==> src/rtl/vga_pkg.sv <==
// Shared constants and types for the VGA layer pipeline.
//   LAYER_NUM  : default number of drawing layers
//   RGB_W      : width of the rgb channel
//   CNT_W      : width of hcount/vcount
//   BLANK_RGB  : colour shown while blanking
//   COLL_CNT_W : width of the per-frame collision counter
//   arb_state_t: mask-reconfiguration FSM states
package vga_pkg;
    localparam int LAYER_NUM  = 4;
    localparam int RGB_W      = 12;
    localparam int CNT_W      = 11;
    localparam int COLL_CNT_W = 20;
    localparam logic [RGB_W-1:0] BLANK_RGB = 12'h000;

    typedef enum logic [1:0] {ST_IDLE, ST_PENDING, ST_APPLY} arb_state_t;
endpackage

==> src/rtl/vga_if.sv <==
// VGA timing + colour bundle passed between pipeline stages.
//   in  : consumer view (all signals inputs)
//   out : producer view (all signals outputs)
interface vga_if;
    import vga_pkg::*;
    logic [CNT_W-1:0] hcount;
    logic [CNT_W-1:0] vcount;
    logic             hsync;
    logic             vsync;
    logic             hblnk;
    logic             vblnk;
    logic [RGB_W-1:0] rgb;

    modport in  (input  hcount, vcount, hsync, vsync, hblnk, vblnk, rgb);
    modport out (output hcount, vcount, hsync, vsync, hblnk, vblnk, rgb);
endinterface

==> src/rtl/layer_prio_enc.sv <==
// Fixed-priority encoder, bit 0 highest priority.
//   req_i     : request vector
//   grant_o   : one-hot grant of the lowest set request bit (0 if none)
//   any_hit_o : at least one request set
module layer_prio_enc #(
    parameter int N = 4
) (
    input  logic [N-1:0] req_i,
    output logic [N-1:0] grant_o,
    output logic         any_hit_o
);
    // Scan from the lowest-priority end so the highest-priority hit overwrites.
    always_comb begin
        grant_o = '0;
        for (int i = N - 1; i >= 0; i--) begin
            if (req_i[i]) begin
                grant_o    = '0;
                grant_o[i] = 1'b1;
            end
        end
    end

    assign any_hit_o = |req_i;
endmodule

==> src/rtl/layer_arbiter.sv <==
// Layer arbiter: picks one pixel source per clock between the background
// and NUM_LAYERS drawing layers (layer 0 highest priority), with a per-layer
// enable mask that is updated only at the start of vertical blanking.
// All vga_out fields are delayed 2 cycles relative to vga_in.
//   clk, rst      : pixel clock, asynchronous active-high reset
//   vga_in        : upstream timing + background rgb
//   vga_out       : delayed timing + arbitrated rgb
//   layer_hit     : per-layer opaque-pixel flags aligned with vga_in
//   layer_rgb     : per-layer colours aligned with vga_in
//   cfg_valid/cfg_ready/cfg_mask : enable-mask offer handshake
//   cfg_done      : one-cycle pulse when the new mask becomes active
//   active_mask   : currently applied enable mask
//   collision_cnt : multi-layer-hit count of the previous frame
// Build option: define LAYER_ARB_STATS_EN to enable the collision counter;
// otherwise collision_cnt is tied to 0.
module layer_arbiter
    import vga_pkg::*;
#(
    parameter int                     NUM_LAYERS = LAYER_NUM,
    parameter logic [NUM_LAYERS-1:0]  EN_RESET   = {{(NUM_LAYERS-1){1'b0}}, 1'b1},
    parameter logic [RGB_W-1:0]       BLANK_RGB  = vga_pkg::BLANK_RGB
) (
    input  logic                              clk,
    input  logic                              rst,
    vga_if.in                                 vga_in,
    vga_if.out                                vga_out,
    input  logic [NUM_LAYERS-1:0]             layer_hit,
    input  logic [NUM_LAYERS-1:0][RGB_W-1:0]  layer_rgb,
    input  logic                              cfg_valid,
    output logic                              cfg_ready,
    input  logic [NUM_LAYERS-1:0]             cfg_mask,
    output logic                              cfg_done,
    output logic [NUM_LAYERS-1:0]             active_mask,
    output logic [COLL_CNT_W-1:0]             collision_cnt
);
    // ---------------- arbitration ----------------
    logic [NUM_LAYERS-1:0] eff_hit, grant;
    logic                  any_hit;
    logic [RGB_W-1:0]      win_rgb;

    assign eff_hit = layer_hit & active_mask;

    layer_prio_enc #(.N(NUM_LAYERS)) u_enc (
        .req_i     (eff_hit),
        .grant_o   (grant),
        .any_hit_o (any_hit)
    );

    always_comb begin
        win_rgb = '0;
        for (int i = 0; i < NUM_LAYERS; i++) begin
            if (grant[i]) win_rgb = win_rgb | layer_rgb[i];
        end
    end

    // ---------------- stage 1 ----------------
    logic             s1_any_q, s1_hsync_q, s1_vsync_q, s1_hblnk_q, s1_vblnk_q;
    logic [RGB_W-1:0] s1_win_q, s1_bg_q;
    logic [CNT_W-1:0] s1_hcount_q, s1_vcount_q;

    always_ff @(posedge clk or posedge rst) begin
        if (rst) begin
            s1_any_q    <= 1'b0;
            s1_win_q    <= '0;
            s1_bg_q     <= '0;
            s1_hcount_q <= '0;
            s1_vcount_q <= '0;
            s1_hsync_q  <= 1'b0;
            s1_vsync_q  <= 1'b0;
            s1_hblnk_q  <= 1'b0;
            s1_vblnk_q  <= 1'b0;
        end else begin
            s1_any_q    <= any_hit;
            s1_win_q    <= win_rgb;
            s1_bg_q     <= vga_in.rgb;
            s1_hcount_q <= vga_in.hcount;
            s1_vcount_q <= vga_in.vcount;
            s1_hsync_q  <= vga_in.hsync;
            s1_vsync_q  <= vga_in.vsync;
            s1_hblnk_q  <= vga_in.hblnk;
            s1_vblnk_q  <= vga_in.vblnk;
        end
    end

    // ---------------- stage 2 (output register) ----------------
    always_ff @(posedge clk or posedge rst) begin
        if (rst) begin
            vga_out.rgb    <= '0;
            vga_out.hcount <= '0;
            vga_out.vcount <= '0;
            vga_out.hsync  <= 1'b0;
            vga_out.vsync  <= 1'b0;
            vga_out.hblnk  <= 1'b0;
            vga_out.vblnk  <= 1'b0;
        end else begin
            if (s1_hblnk_q | s1_vblnk_q) vga_out.rgb <= BLANK_RGB;
            else if (s1_any_q)           vga_out.rgb <= s1_win_q;
            else                         vga_out.rgb <= s1_bg_q;
            vga_out.hcount <= s1_hcount_q;
            vga_out.vcount <= s1_vcount_q;
            vga_out.hsync  <= s1_hsync_q;
            vga_out.vsync  <= s1_vsync_q;
            vga_out.hblnk  <= s1_hblnk_q;
            vga_out.vblnk  <= s1_vblnk_q;
        end
    end

    // ---------------- frame boundary detect ----------------
    logic vblnk_q, vb_rise;

    always_ff @(posedge clk or posedge rst) begin
        if (rst) vblnk_q <= 1'b0;
        else     vblnk_q <= vga_in.vblnk;
    end

    assign vb_rise = vga_in.vblnk & ~vblnk_q;

    // ---------------- mask reconfiguration FSM ----------------
    arb_state_t            state_q, state_d;
    logic [NUM_LAYERS-1:0] shadow_q, shadow_d, active_q, active_d;

    always_ff @(posedge clk or posedge rst) begin
        if (rst) begin
            state_q  <= ST_IDLE;
            shadow_q <= '0;
            active_q <= EN_RESET;
        end else begin
            state_q  <= state_d;
            shadow_q <= shadow_d;
            active_q <= active_d;
        end
    end

    // A request arriving in IDLE is only captured; the vb_rise of that same
    // cycle is not used, so the mask waits for the next frame boundary.
    always_comb begin
        state_d   = state_q;
        shadow_d  = shadow_q;
        active_d  = active_q;
        cfg_ready = 1'b0;
        cfg_done  = 1'b0;
        unique case (state_q)
            ST_IDLE: begin
                cfg_ready = 1'b1;
                if (cfg_valid) begin
                    shadow_d = cfg_mask;
                    state_d  = ST_PENDING;
                end
            end
            ST_PENDING: begin
                if (vb_rise) begin
                    active_d = shadow_q;
                    state_d  = ST_APPLY;
                end
            end
            ST_APPLY: begin
                cfg_done = 1'b1;
                state_d  = ST_IDLE;
            end
            default: state_d = ST_IDLE;
        endcase
    end

    assign active_mask = active_q;

    // ---------------- collision statistics ----------------
`ifdef LAYER_ARB_STATS_EN
    logic [NUM_LAYERS-1:0] unused_rest_grant;
    logic                  multi_hit;
    logic [COLL_CNT_W-1:0] coll_q, coll_last_q;

    // Removing the winner leaves a hit only if two or more layers hit.
    layer_prio_enc #(.N(NUM_LAYERS)) u_enc_rest (
        .req_i     (eff_hit & ~grant),
        .grant_o   (unused_rest_grant),
        .any_hit_o (multi_hit)
    );

    always_ff @(posedge clk or posedge rst) begin
        if (rst) begin
            coll_q      <= '0;
            coll_last_q <= '0;
        end else if (vb_rise) begin
            coll_last_q <= coll_q;
            coll_q      <= '0;
        end else if (multi_hit && !(vga_in.hblnk | vga_in.vblnk) && (coll_q != '1)) begin
            coll_q <= coll_q + COLL_CNT_W'(1);
        end
    end

    assign collision_cnt = coll_last_q;
`else
    assign collision_cnt = '0;
`endif
endmodule

==> src/flat_wrapper.sv <==
// flat-port wrapper written by rule: the top's interface ports become plain ports
module layer_arbiter_flat import vga_pkg::*;
#(
    parameter int                     NUM_LAYERS = LAYER_NUM,
    parameter logic [NUM_LAYERS-1:0]  EN_RESET   = {{(NUM_LAYERS-1){1'b0}}, 1'b1},
    parameter logic [RGB_W-1:0]       BLANK_RGB  = vga_pkg::BLANK_RGB
)
  (clk, rst, layer_hit, layer_rgb, cfg_valid, cfg_ready, cfg_mask, cfg_done, active_mask, collision_cnt, vga_in_hcount, vga_in_vcount, vga_in_hsync, vga_in_vsync, vga_in_hblnk, vga_in_vblnk, vga_in_rgb, vga_out_hcount, vga_out_vcount, vga_out_hsync, vga_out_vsync, vga_out_hblnk, vga_out_vblnk, vga_out_rgb);
  vga_if vga_in_i ();
  vga_if vga_out_i ();
  input  logic clk;
  input  logic rst;
  input  logic [NUM_LAYERS-1:0] layer_hit;
  input  logic [NUM_LAYERS-1:0][RGB_W-1:0] layer_rgb;
  input  logic cfg_valid;
  output logic cfg_ready;
  input  logic [NUM_LAYERS-1:0] cfg_mask;
  output logic cfg_done;
  output logic [NUM_LAYERS-1:0] active_mask;
  output logic [COLL_CNT_W-1:0] collision_cnt;
  input wire logic [$bits(vga_in_i.hcount)-1:0] vga_in_hcount;
  input wire logic [$bits(vga_in_i.vcount)-1:0] vga_in_vcount;
  input wire logic [$bits(vga_in_i.hsync)-1:0] vga_in_hsync;
  input wire logic [$bits(vga_in_i.vsync)-1:0] vga_in_vsync;
  input wire logic [$bits(vga_in_i.hblnk)-1:0] vga_in_hblnk;
  input wire logic [$bits(vga_in_i.vblnk)-1:0] vga_in_vblnk;
  input wire logic [$bits(vga_in_i.rgb)-1:0] vga_in_rgb;
  output wire logic [$bits(vga_out_i.hcount)-1:0] vga_out_hcount;
  output wire logic [$bits(vga_out_i.vcount)-1:0] vga_out_vcount;
  output wire logic [$bits(vga_out_i.hsync)-1:0] vga_out_hsync;
  output wire logic [$bits(vga_out_i.vsync)-1:0] vga_out_vsync;
  output wire logic [$bits(vga_out_i.hblnk)-1:0] vga_out_hblnk;
  output wire logic [$bits(vga_out_i.vblnk)-1:0] vga_out_vblnk;
  output wire logic [$bits(vga_out_i.rgb)-1:0] vga_out_rgb;
  assign vga_in_i.hcount = vga_in_hcount;
  assign vga_in_i.vcount = vga_in_vcount;
  assign vga_in_i.hsync = vga_in_hsync;
  assign vga_in_i.vsync = vga_in_vsync;
  assign vga_in_i.hblnk = vga_in_hblnk;
  assign vga_in_i.vblnk = vga_in_vblnk;
  assign vga_in_i.rgb = vga_in_rgb;
  assign vga_out_hcount = vga_out_i.hcount;
  assign vga_out_vcount = vga_out_i.vcount;
  assign vga_out_hsync = vga_out_i.hsync;
  assign vga_out_vsync = vga_out_i.vsync;
  assign vga_out_hblnk = vga_out_i.hblnk;
  assign vga_out_vblnk = vga_out_i.vblnk;
  assign vga_out_rgb = vga_out_i.rgb;
  layer_arbiter #(.NUM_LAYERS(NUM_LAYERS), .EN_RESET(EN_RESET), .BLANK_RGB(BLANK_RGB)) u_core (.clk(clk), .rst(rst), .vga_in(vga_in_i), .vga_out(vga_out_i), .layer_hit(layer_hit), .layer_rgb(layer_rgb), .cfg_valid(cfg_valid), .cfg_ready(cfg_ready), .cfg_mask(cfg_mask), .cfg_done(cfg_done), .active_mask(active_mask), .collision_cnt(collision_cnt));
endmodule
==> config.mk <==
export PLATFORM = sky130hd
export DESIGN_NAME = layer_arbiter_flat
export DESIGN_NICKNAME = d
export VERILOG_FILES = /design/src/rtl/vga_pkg.sv /design/src/rtl/vga_if.sv /design/src/rtl/layer_prio_enc.sv /design/src/rtl/layer_arbiter.sv /design/src/flat_wrapper.sv
export SDC_FILE = /design/constraint.sdc
export NUM_CORES = 1
export LEC_CHECK = 0
export BUFFER_PORTS_ARGS = -buffer_cell sky130_fd_sc_hd__buf_2
export CORE_UTILIZATION = 35
export DETAILED_ROUTE_END_ITERATION = 8
export PLACE_DENSITY = 0.59
export REMOVE_ABC_BUFFERS = 1
export SKIP_LAST_GASP = 1
export SLEW_MARGIN = 25
export SYNTH_ARGS = -nofsm -noshare
export SYNTH_HDL_FRONTEND = slang
export SYNTH_SLANG_ARGS = --single-unit
==> constraint.sdc <==
create_clock -name clk -period 7.7 [get_ports clk]
set_input_delay 1.155 -clock clk [delete_from_list [all_inputs] [get_ports clk]]
set_output_delay 1.155 -clock clk [all_outputs]
set_load 0.005 [all_outputs]
==> qor.csv, run 1 <==
metric;value;unit
outcome;complete, no violations;
worst_pin_slew;0.6557;ns
seq_area_frac_synth;73.86;%
cts.sinks;99;
overflow;0;
end_kind;primary output;
finalMaxSlewViolations;0;
pwr-share-seq;55.9;%
setup_viol;0;
vdd_drop_max;0.1213;mV
cts_resized;0;
synth_cells;226;
drive_above_1_share;43.55;%
min_to;u_core.vga_out.vcount[0];
timing.final.hold_violations;0;
area_growth;27.81;%
pwr-share-clk;27.0;%
synth_compound_area_share;6.003;%
yosys_register_bits;99;
cts_tree;yes;
p_sw;325.7;uW
relSlewSlack;56.28;%
p_comb_share;17.1;%
grt_pass1_vias;2227;
cts_setup_buffers;0;
routedWlPerCell;13.61;um
dpl_cell_area;0.004091;mm^2
vias;2203;
powerDensity;276.0;mW/mm^2
first_iter_violations;42;
power.internal;858.0;uW
clkTransAtPathRegs;0.10;ns
fmax;418.1;MHz
antenna_cells;0;
cp_num_cells;1;
drt-total-wl;6819;um
clk_latency;0.35;ns
initial_core_util;36.15;%
cts_root_buf;clkbuf_8;
worst-setup-path-type;flop to primary output;
reg2reg_depth;3;
crit_family;flip-flops;
die_w;99.92;um
period_minus_slack;2.392;ns
whs_path_depth;0;
tns;0;ns
syn_area;0.003356;mm^2
nets;464;
yosysWarnings;0;
fin_crit_sh;31.07;%
grt_max_degree;51;
h-tree-depth;3;
synth-xor-area-share;0;%
cp_slowest_cell;dfstp_2;
p_leak;2.191;nW
grt_pass1_wl;10720;um
synth_simple_gate_area_share;7.345;%
chipHeight;99.92;um
drv_cap;0;
routabilityCongestion;0.8874;
route.detailed.drc;0;
row_count;35;
synth_top_family_by_area;simple AND/OR/NAND/NOR gates;
dieArea;0.009983;mm^2
r2r-end;u_core.s1_win_q[1];
io_pins;161;
r2r_slack;6.05;ns
skew;0.007919;ns
r2r-start;u_core.active_mask[0];
cts.path.max_buffers;2;
postCtsHoldBufs;0;
synth.area.mux_share;6.264;%
avgSynthCellArea;14.85;um^2
fin_area;0.004289;mm^2
ant_nets;0;
port_buffers;140;
cp_data_required_time;6.55;ns
max_stage_delay;0.72;ns
synth_fa_ha_area_share;0;%
synth_cell_type_count;23;
core;0.009284;mm^2
worst-path-buf-inv;1;
vias_per_cell;4.397;
worstPathMaxFanout;16;
track_usage;13.89;%
drt-pass1-iter-count;4;
cp_data_arrival_time;1.24;ns
cts_buffers;9;
swShare;27.51;%
crit_chain;buf_2;
hold_class;flop to flop;
hold_start;u_core.s1_vcount_q[0];
rsz0062_at_grt;false;
critPathLaunchType;flop;
antenna_found_initial;0;
finalPower;1.184;mW
hpwl;4993;um
-- worst max path at each step --
stage                                     start               endpoint  slack (ns)
after CTS                 u_core.active_mask[0]         active_mask[0]        5.30
final                     u_core.active_mask[0]         active_mask[0]        5.31
after global placement             vga_in_vblnk  u_core.active_mask[1]        5.19
after global routing      u_core.active_mask[1]         active_mask[1]        5.24
after detailed placement           vga_in_vblnk  u_core.active_mask[2]        5.09
after floorplan                             rst  u_core.active_mask[1]        3.96
-- per-layer routing --
| metal | track usage [%] | routed length, um |
|---|---|---|
| met1 | 17.46 | 2702 |
| met2 | 23.13 | 3544 |
| met3 | 2.577 | 384 |
| met4 | 6.900 | 187 |
| met5 | 0 | 0 |
-- power groups by stage --
stage	Combinational, mW	Clock [mW]	Sequential (mW)
after detailed placement	0.204	0	0.672
after floorplan	0.120	0	0.657
final	0.202	0.320	0.662
after global routing	0.227	0.355	0.673
after CTS	0.204	0.337	0.662
after global placement	0.197	0	0.671
-- cells in the final DEF, fill, tap and decap left out, types with 2 or more instances in the layout --
cell type   count
o21ai_0        12
mux2_1          8
clkinvlp_4      2
mux2i_1        12
clkbuf_8        9
clkinv_2        2
conb_1         20
buf_2         140
and2_1          2
nor2_1         14
a221o_1        12
dfrtp_1        98
nand3_1        25
nand2_1         2
-- Yosys cell counts (all sizes together) --
| cell type | instances | area share, % |
|---|---|---|
| nand3 | 25 | 3.7 |
| and3b | 1 | 0.37 |
| conb | 1 | 0.11 |
| a221o | 12 | 3.6 |
| o21ai | 12 | 1.8 |
| mux2i | 12 | 3.6 |
| nor2b | 2 | 0.60 |
| inv | 2 | 0.22 |
| and2 | 2 | 0.37 |
| a311oi | 1 | 0.26 |
| buf | 26 | 5.7 |
| clkbuf | 4 | 0.45 |
| dfrtp | 98 | 73 |
| or2 | 1 | 0.19 |
| nand2 | 2 | 0.22 |
| mux2 | 8 | 2.7 |
| a22oi | 1 | 0.37 |
| dfstp | 1 | 0.78 |
| nor4bb | 1 | 0.30 |
| nor2 | 14 | 1.6 |
-- layout make-up --
cell class / count / area (um^2)
clock inverters: 6 / 63.81
multi-input cells: 114 / 739.5
fillers: 916 / 4995
well taps: 129 / 161.4
flip-flops and latches: 99 / 2479
repair buffers: 141 / 708.2
clock buffers: 10 / 127.6
inverters: 2 / 10.01
-- flip-flops by register name, summed over array words and instances (netlist names), 2 cells and up --
register	cells
u_core.vga_out.rgb	12
u_core.state_q	2
u_core.vga_out.vcount	11
u_core.s1_vcount_q	11
u_core.s1_hcount_q	11
u_core.active_mask	4
u_core.shadow_q	4
u_core.s1_bg_q	12
u_core.s1_win_q	12
u_core.vga_out.hcount	11
-- kinds of logic (layout without fill, tap and decap cells) --
logic type / after synthesis / after routing
flip-flops: 99 / 99
buffers and inverters: 32 / 159
AND/OR/NAND/NOR: 48 / 48
multiplexers: 20 / 20
AO/OA/AOI/OAI: 26 / 26
other: 1 / 20
-- stage by stage --
stage                     instances  worst slack, ns  utilization (%)  hold slack (ns)
after global routing            501            5.239            46.20           0.3629
final                           501            5.308            46.20           0.3464
after global placement          485            5.186            44.07           0.3314
after detailed placement        485            5.094            44.07           0.3355
after floorplan                 215            3.956                -           0.3312
after CTS                       501            5.298            46.13           0.3469
Note: power is estimated with default switching activity, not from simulation.
==> inputs of run 2 (changes only) <==
clock period = 2.4 ns   (was 7.7 ns; I/O delays follow)
==> qor.csv, run 2 (same netlist as run 1, synthesis figures left out) <==
metric;value;unit;change
cts_root_buf;clkbuf_8;;
grt_pass1_wl;10240;um;-4.5%
hold_class;input port to asynchronous set/reset pin;;
max_stage_delay;0.70;ns;-0.02 ns
cts_tree;yes;;
final-seq-area;0.002479;mm^2;unchanged
port_buffers;140;;unchanged
antenna_cells;0;;unchanged
fillers;865;;-5.6%
finalWorstSetupSlack;0.7216;ns;-4.586 ns
top_layer;met4;;
cts_buffers;9;;unchanged
drt-pass1-iter-count;4;;unchanged
route.met2.wl;3470;um;-2.1%
vias;2215;;+0.54%
core;0.009284;mm^2;unchanged
clkTransAtPathRegs;0.09;ns;about the same
r2r-start;u_core.active_mask[0];;
drv_cap;0;;unchanged
hpwl;4993;um;about the same
cts.path.max_buffers;2;;unchanged
crit_chain;and2_1 > o21ai_0 > a221o_1;;
nets;466;;+0.43%
worstPathMaxFanout;16;;unchanged
final_cell_mix;140 x buf_2, 98 x dfrtp_1, 25 x nand3_1;;
grt_max_degree;50;;-2.0%
fin_cells;503;;+0.40%
cts_resized;0;;unchanged
pre_cts_ws;0.7945;ns;-4.300 ns
worst-setup-path-type;flop to flop;;
tns;0;ns;unchanged
fin_crit_sh;69.93;%;
critPathLaunch;u_core.active_mask[0];;
cp_data_arrival_time;1.91;ns;+0.67 ns
grt_pass1_vias;2116;;-5.0%
initial_core_util;36.15;%;unchanged
vias_per_cell;4.404;;+0.14%
chipHeight;99.92;um;unchanged
critPathLaunchType;flop;;
cp_slowest_cell;dfstp_2;;
reg2reg_depth;3;;unchanged
top_regs;u_core.s1_bg_q: 12 flops, u_core.s1_win_q: 12 flops, u_core.vga_out.rgb: 12 flops;;
cts_setup_buffers;0;;unchanged
rsz0062_at_grt;false;;
skew;0.006756;ns;-0.001163 ns
drt-total-wl;6783;um;-0.53%
multi_input_area;733.2;um^2;-0.85%
cp_data_required_time;2.63;ns;-3.92 ns
r2r-end;u_core.s1_win_q[1];;
dr_wl_met3;365;um;-4.9%
worst_pin_slew;0.6929;ns;+0.03718 ns
r2r_slack;0.72;ns;-5.33 ns
relSlewSlack;53.80;%;-2.5 points
die_w;99.92;um;unchanged
row_count;35;;unchanged
wl_met1;2781;um;+2.9%
h-tree-depth;3;;unchanged
io_pins;161;;unchanged
p_leak;2.212;nW;+0.97%
ant_nets;0;;unchanged
setup_viol;0;;unchanged
dieArea;0.009983;mm^2;unchanged
track_usage;13.64;%;-0.26 points
powerDensity;886.3;mW/mm^2;+220%
antenna_found_initial;0;;unchanged
finalMaxSlewViolations;0;;unchanged
postCtsHoldBufs;0;;unchanged
timing.final.hold_violations;0;;unchanged
first_iter_violations;42;;unchanged
route.detailed.drc;0;;unchanged
vdd_drop_max;0.4416;mV;+260%
fmax;595.8;MHz;
clk_latency;0.35;ns;about the same
routabilityCongestion;1.008;;+14%
finalPower;3.832;mW;+220%
dp.cells;487;;+0.41%
drive_above_1_share;43.32;%;-0.23 points
area_growth;28.86;%;
overflow;0;;unchanged
cts.sinks;99;;unchanged
end_kind;flop;;
period_minus_slack;1.678;ns;
outcome;complete, no violations;;
routedWlPerCell;13.49;um;-0.92%
layout_commonest_cell;buf_2;;
## run 2: changes by cell type in the layout (fill, tap and decap cells not counted), sizes merged
| cell | previous run | this run |
|---|---|---|
| inv | 3 | 2 |
| clkinvlp | 2 | 1 |
| buf | 141 | 143 |
| clkbuf | 10 | 13 |
| clkinv | 2 | 1 |
## run 2: power by group
group / leakage, nW / internal [mW] / switching [mW]
registers: 1.19 / 1.91 / 0.203
clock network: 0.0998 / 0.542 / 0.523
logic: 0.921 / 0.360 / 0.291
total: 2.21 / 2.82 / 1.02
## run 2: final cells by class
cell class	instances	share of cell area [%]
Sequential cell	99	57.32
Timing Repair Buffer	143	17.01
Multi-Input combinational cell	114	16.96
Tap cell	129	3.733
Clock buffer	13	3.675
Clock inverter	3	1.071
Inverter	2	0.2315
## run 2: worst max path at each step
stage | endpoint | slack, ns | cells past startpoint
floorplan | u_core.active_mask[1] | -0.55 | 1
global placement | u_core.s1_win_q[2] | 0.87 | 3
detailed placement | u_core.s1_win_q[1] | 0.79 | 3
CTS | u_core.s1_win_q[1] | 0.78 | 3
global route | u_core.s1_win_q[1] | 0.67 | 3
finish | u_core.s1_win_q[1] | 0.72 | 3
## run 2: metal layers
| metal | vias to the layer above | global-route usage [%] |
|---|---|---|
| met5 | - | 0 |
| met4 | 0 | 6.787 |
| met3 | 17 | 3.412 |
| met2 | 90 | 22.39 |
| met1 | 1088 | 16.81 |
| li1 | 1020 | - |
## run 2: worst max-delay path, delay by kind of cell, from the launching register on
kind / cells / cell delay (ns)
DFF: 1 / 0.70
AOI/OAI and AO/OA: 2 / 0.47
and+or+nand+nor: 1 / 0.39
## run 2: through the flow
step / hold slack [ns] / area [um^2] / utilization, %
4_1_cts: 0.08317 / 4324 / 46.58
3_3_place_gp: 0.3311 / 4119 / 44.37
6_report: 0.07465 / 4324 / 46.58
3_5_place_dp: 0.3347 / 4119 / 44.37
5_1_grt: 0.07695 / 4324 / 46.58
2_1_floorplan: 0.3312 / 3219 / -
==> inputs of run 3 (changes only) <==
ABC_AREA = 1   (was unset)
clock period = 1.6 ns   (was 2.4 ns; I/O delays follow)
==> qor.csv, run 3 <==
metric;value;unit;change
drv_cap;0;;unchanged
r2r-end;u_core.s1_win_q[10];;
worst-path-buf-inv;1;;+1
chipHeight;101.1;um;+1.2%
seq_area_frac_synth;72.06;%;-1.8 points
synth-xor-area-share;0;%;unchanged
cts_resized;0;;unchanged
period_minus_slack;1.283;ns;
reg2reg_depth;6;;+3
synth_simple_gate_area_share;16.01;%;+8.7 points
p_leak;2.526;nW;+14%
dieArea;0.01023;mm^2;+2.4%
track_usage;15.32;%;+1.7 points
dp.cells;558;;+15%
drt-total-wl;7456;um;+9.9%
synth_largest_area_cell;dfrtp_1;;
avgSynthCellArea;11.62;um^2;-22%
crit_family;flip-flops;;
cts_tree;yes;;
ant_nets;0;;unchanged
nets;576;;+24%
max_stage_delay;0.57;ns;-0.13 ns
h-tree-depth;3;;unchanged
layout_commonest_cell;buf_2;;
hpwl;5365;um;+7.5%
crit_chain;buf_2;;
rsz0062_at_grt;false;;
die_w;101.1;um;+1.2%
route.detailed.drc;0;;unchanged
synth_cells;296;;+31%
synth_top_family_by_area;simple AND/OR/NAND/NOR gates;;
yosys-top-cells-area;dfrtp_1 71%, nand2_1 7.7%, nand3_1 5.4%, buf_4 5.0%, inv_1 2.5%;;
grt_pass1_vias;2425;;+15%
clk_latency;0.36;ns;about the same
final_cell_mix;140 x buf_2, 98 x dfrtp_1, 71 x nand2_1;;
critPathLaunchType;flop;;
initial_core_util;36.70;%;+0.56 points
outcome;complete, no violations;;
fin_crit_sh;80.16;%;
skew;0.01823;ns;+0.01148 ns
area_growth;39.07;%;
yosysMostFrequentCell;dfrtp_1;;
end_kind;primary output;;
yosys_register_bits;99;;unchanged
fin_cells;613;;+22%
clkTransAtPathRegs;0.09;ns;about the same
whs_path_depth;3;;
async_flop_share;100.0;%;unchanged
synth_cell_type_count;19;;-17%
drive_above_1_share;35.33;%;-8.0 points
top_regs;u_core.s1_bg_q: 12 flops, u_core.s1_win_q: 12 flops, u_core.vga_out.rgb: 12 flops;;
cts.path.max_buffers;2;;unchanged
r2r_slack;0.34;ns;-0.38 ns
drt-pass1-iter-count;4;;unchanged
fin_area;0.004783;mm^2;+11%
hold_start;layer_rgb[35];;
routabilityCongestion;0.7250;;-28%
setup_viol;0;;unchanged
worstPathMaxFanout;3;;-13
cp_num_cells;1;;-2
synth_compound_area_share;2.837;%;-3.2 points
io_pins;161;;unchanged
min_to;u_core.s1_win_q[11];;
yosys-top-cells-count;98 x dfrtp_1, 71 x nand2_1, 37 x nand3_1, 23 x buf_4, 23 x inv_1;;
row_count;35;;unchanged
port_buffers;140;;unchanged
yosysWarnings;0;;unchanged
cts_buffers;9;;unchanged
worst-setup-path-type;flop to primary output;;
yosysTopAreaCellShare;71.30;%;-1.8 points
cp_data_arrival_time;1.04;ns;-0.87 ns
routedWlPerCell;12.16;um;-9.8%
tns;0;ns;unchanged
dpl_cell_area;0.004208;mm^2;+2.2%
synth.area.mux_share;0;%;-6.3 points
r2r-start;u_core.active_mask[0];;
syn_area;0.003440;mm^2;+2.5%
finalMaxSlewViolations;0;;unchanged
cp_data_required_time;1.36;ns;-1.27 ns
core;0.009371;mm^2;+0.94%
hold_class;input port to flop;;
antenna_found_initial;0;;unchanged
first_iter_violations;76;;+81%
fmax;779.7;MHz;
vdd_drop_max;0.5110;mV;+16%
synth_fa_ha_area_share;0;%;unchanged
synth_edf_count;0;;unchanged
overflow;0;;unchanged
cts_root_buf;clkbuf_8;;
cts.sinks;99;;unchanged
grt_max_degree;36;;-28%
fillers;883;;+2.1%
timing.final.hold_violations;0;;unchanged
synthFlopType;dfrtp_1;;
grt_pass1_wl;11790;um;+15%
cp_slowest_cell;dfstp_2;;
powerDensity;1216;mW/mm^2;+37%
antenna_cells;0;;unchanged
finalPower;5.816;mW;+52%
vias_per_cell;4.116;;-6.5%
vias;2523;;+14%
[run 3: final cells by class]
| class | instances | area (um^2) | share of cell area, % |
|---|---|---|---|
| inverter | 25 | 96.34 | 2.014 |
| timing repair buffer | 182 | 1139 | 23.80 |
| clock inverter | 7 | 61.31 | 1.282 |
| clock buffer | 9 | 123.9 | 2.590 |
| sequential | 99 | 2479 | 51.82 |
| multi-input combinational | 162 | 723.2 | 15.12 |
| tap | 129 | 161.4 | 3.374 |
[run 3: worst max-delay path by stage]
stage	start	end	slack [ns]
finish	u_core.active_mask[0]	active_mask[0]	0.32
floorplan	rst	u_core.active_mask[1]	-1.23
global route	u_core.active_mask[2]	u_core.s1_win_q[3]	0.24
CTS	u_core.state_q[1]	cfg_ready	0.28
global placement	layer_hit[0]	u_core.s1_win_q[10]	0.42
detailed placement	u_core.active_mask[0]	u_core.s1_win_q[10]	0.36
[run 3: logic make-up after synthesis]
family                 count (synthesis)
AND/OR/NAND/NOR                      123
AO/OA/AOI/OAI                         19
flip-flops                            99
other                                  1
buffers and inverters                 54
[run 3: layer usage]
layer,share of wire (%),vias up,track usage [%]
li1,-,1243,-
met1,43,1166,19.70
met2,50,105,25.38
met3,5.5,9,3.520
met4,1.6,0,5.686
met5,0,-,0
[run 3: metrics by stage]
step           util [%]  hold slack (ns)  worst slack (ns)
2_1_floorplan         -           0.2714            -1.229
3_3_place_gp      44.90           0.2571            0.4171
3_5_place_dp      44.90           0.2604            0.3579
4_1_cts           51.04          0.09444            0.2839
5_1_grt           51.04          0.09021            0.2412
6_report          51.04           0.1094            0.3175
[run 3: repair_timing]
action,in CTS,in global routing
buffers inserted,0,0
hold endpoints to repair,62,0
hold buffers,39,0
[run 3: where the power goes]
part / total [mW] / internal, mW / switching [mW]
Combinational: 1.27 / 0.517 / 0.754
Sequential: 3.07 / 2.88 / 0.189
Clock: 1.48 / 0.589 / 0.886
Total: 5.82 / 3.99 / 1.83
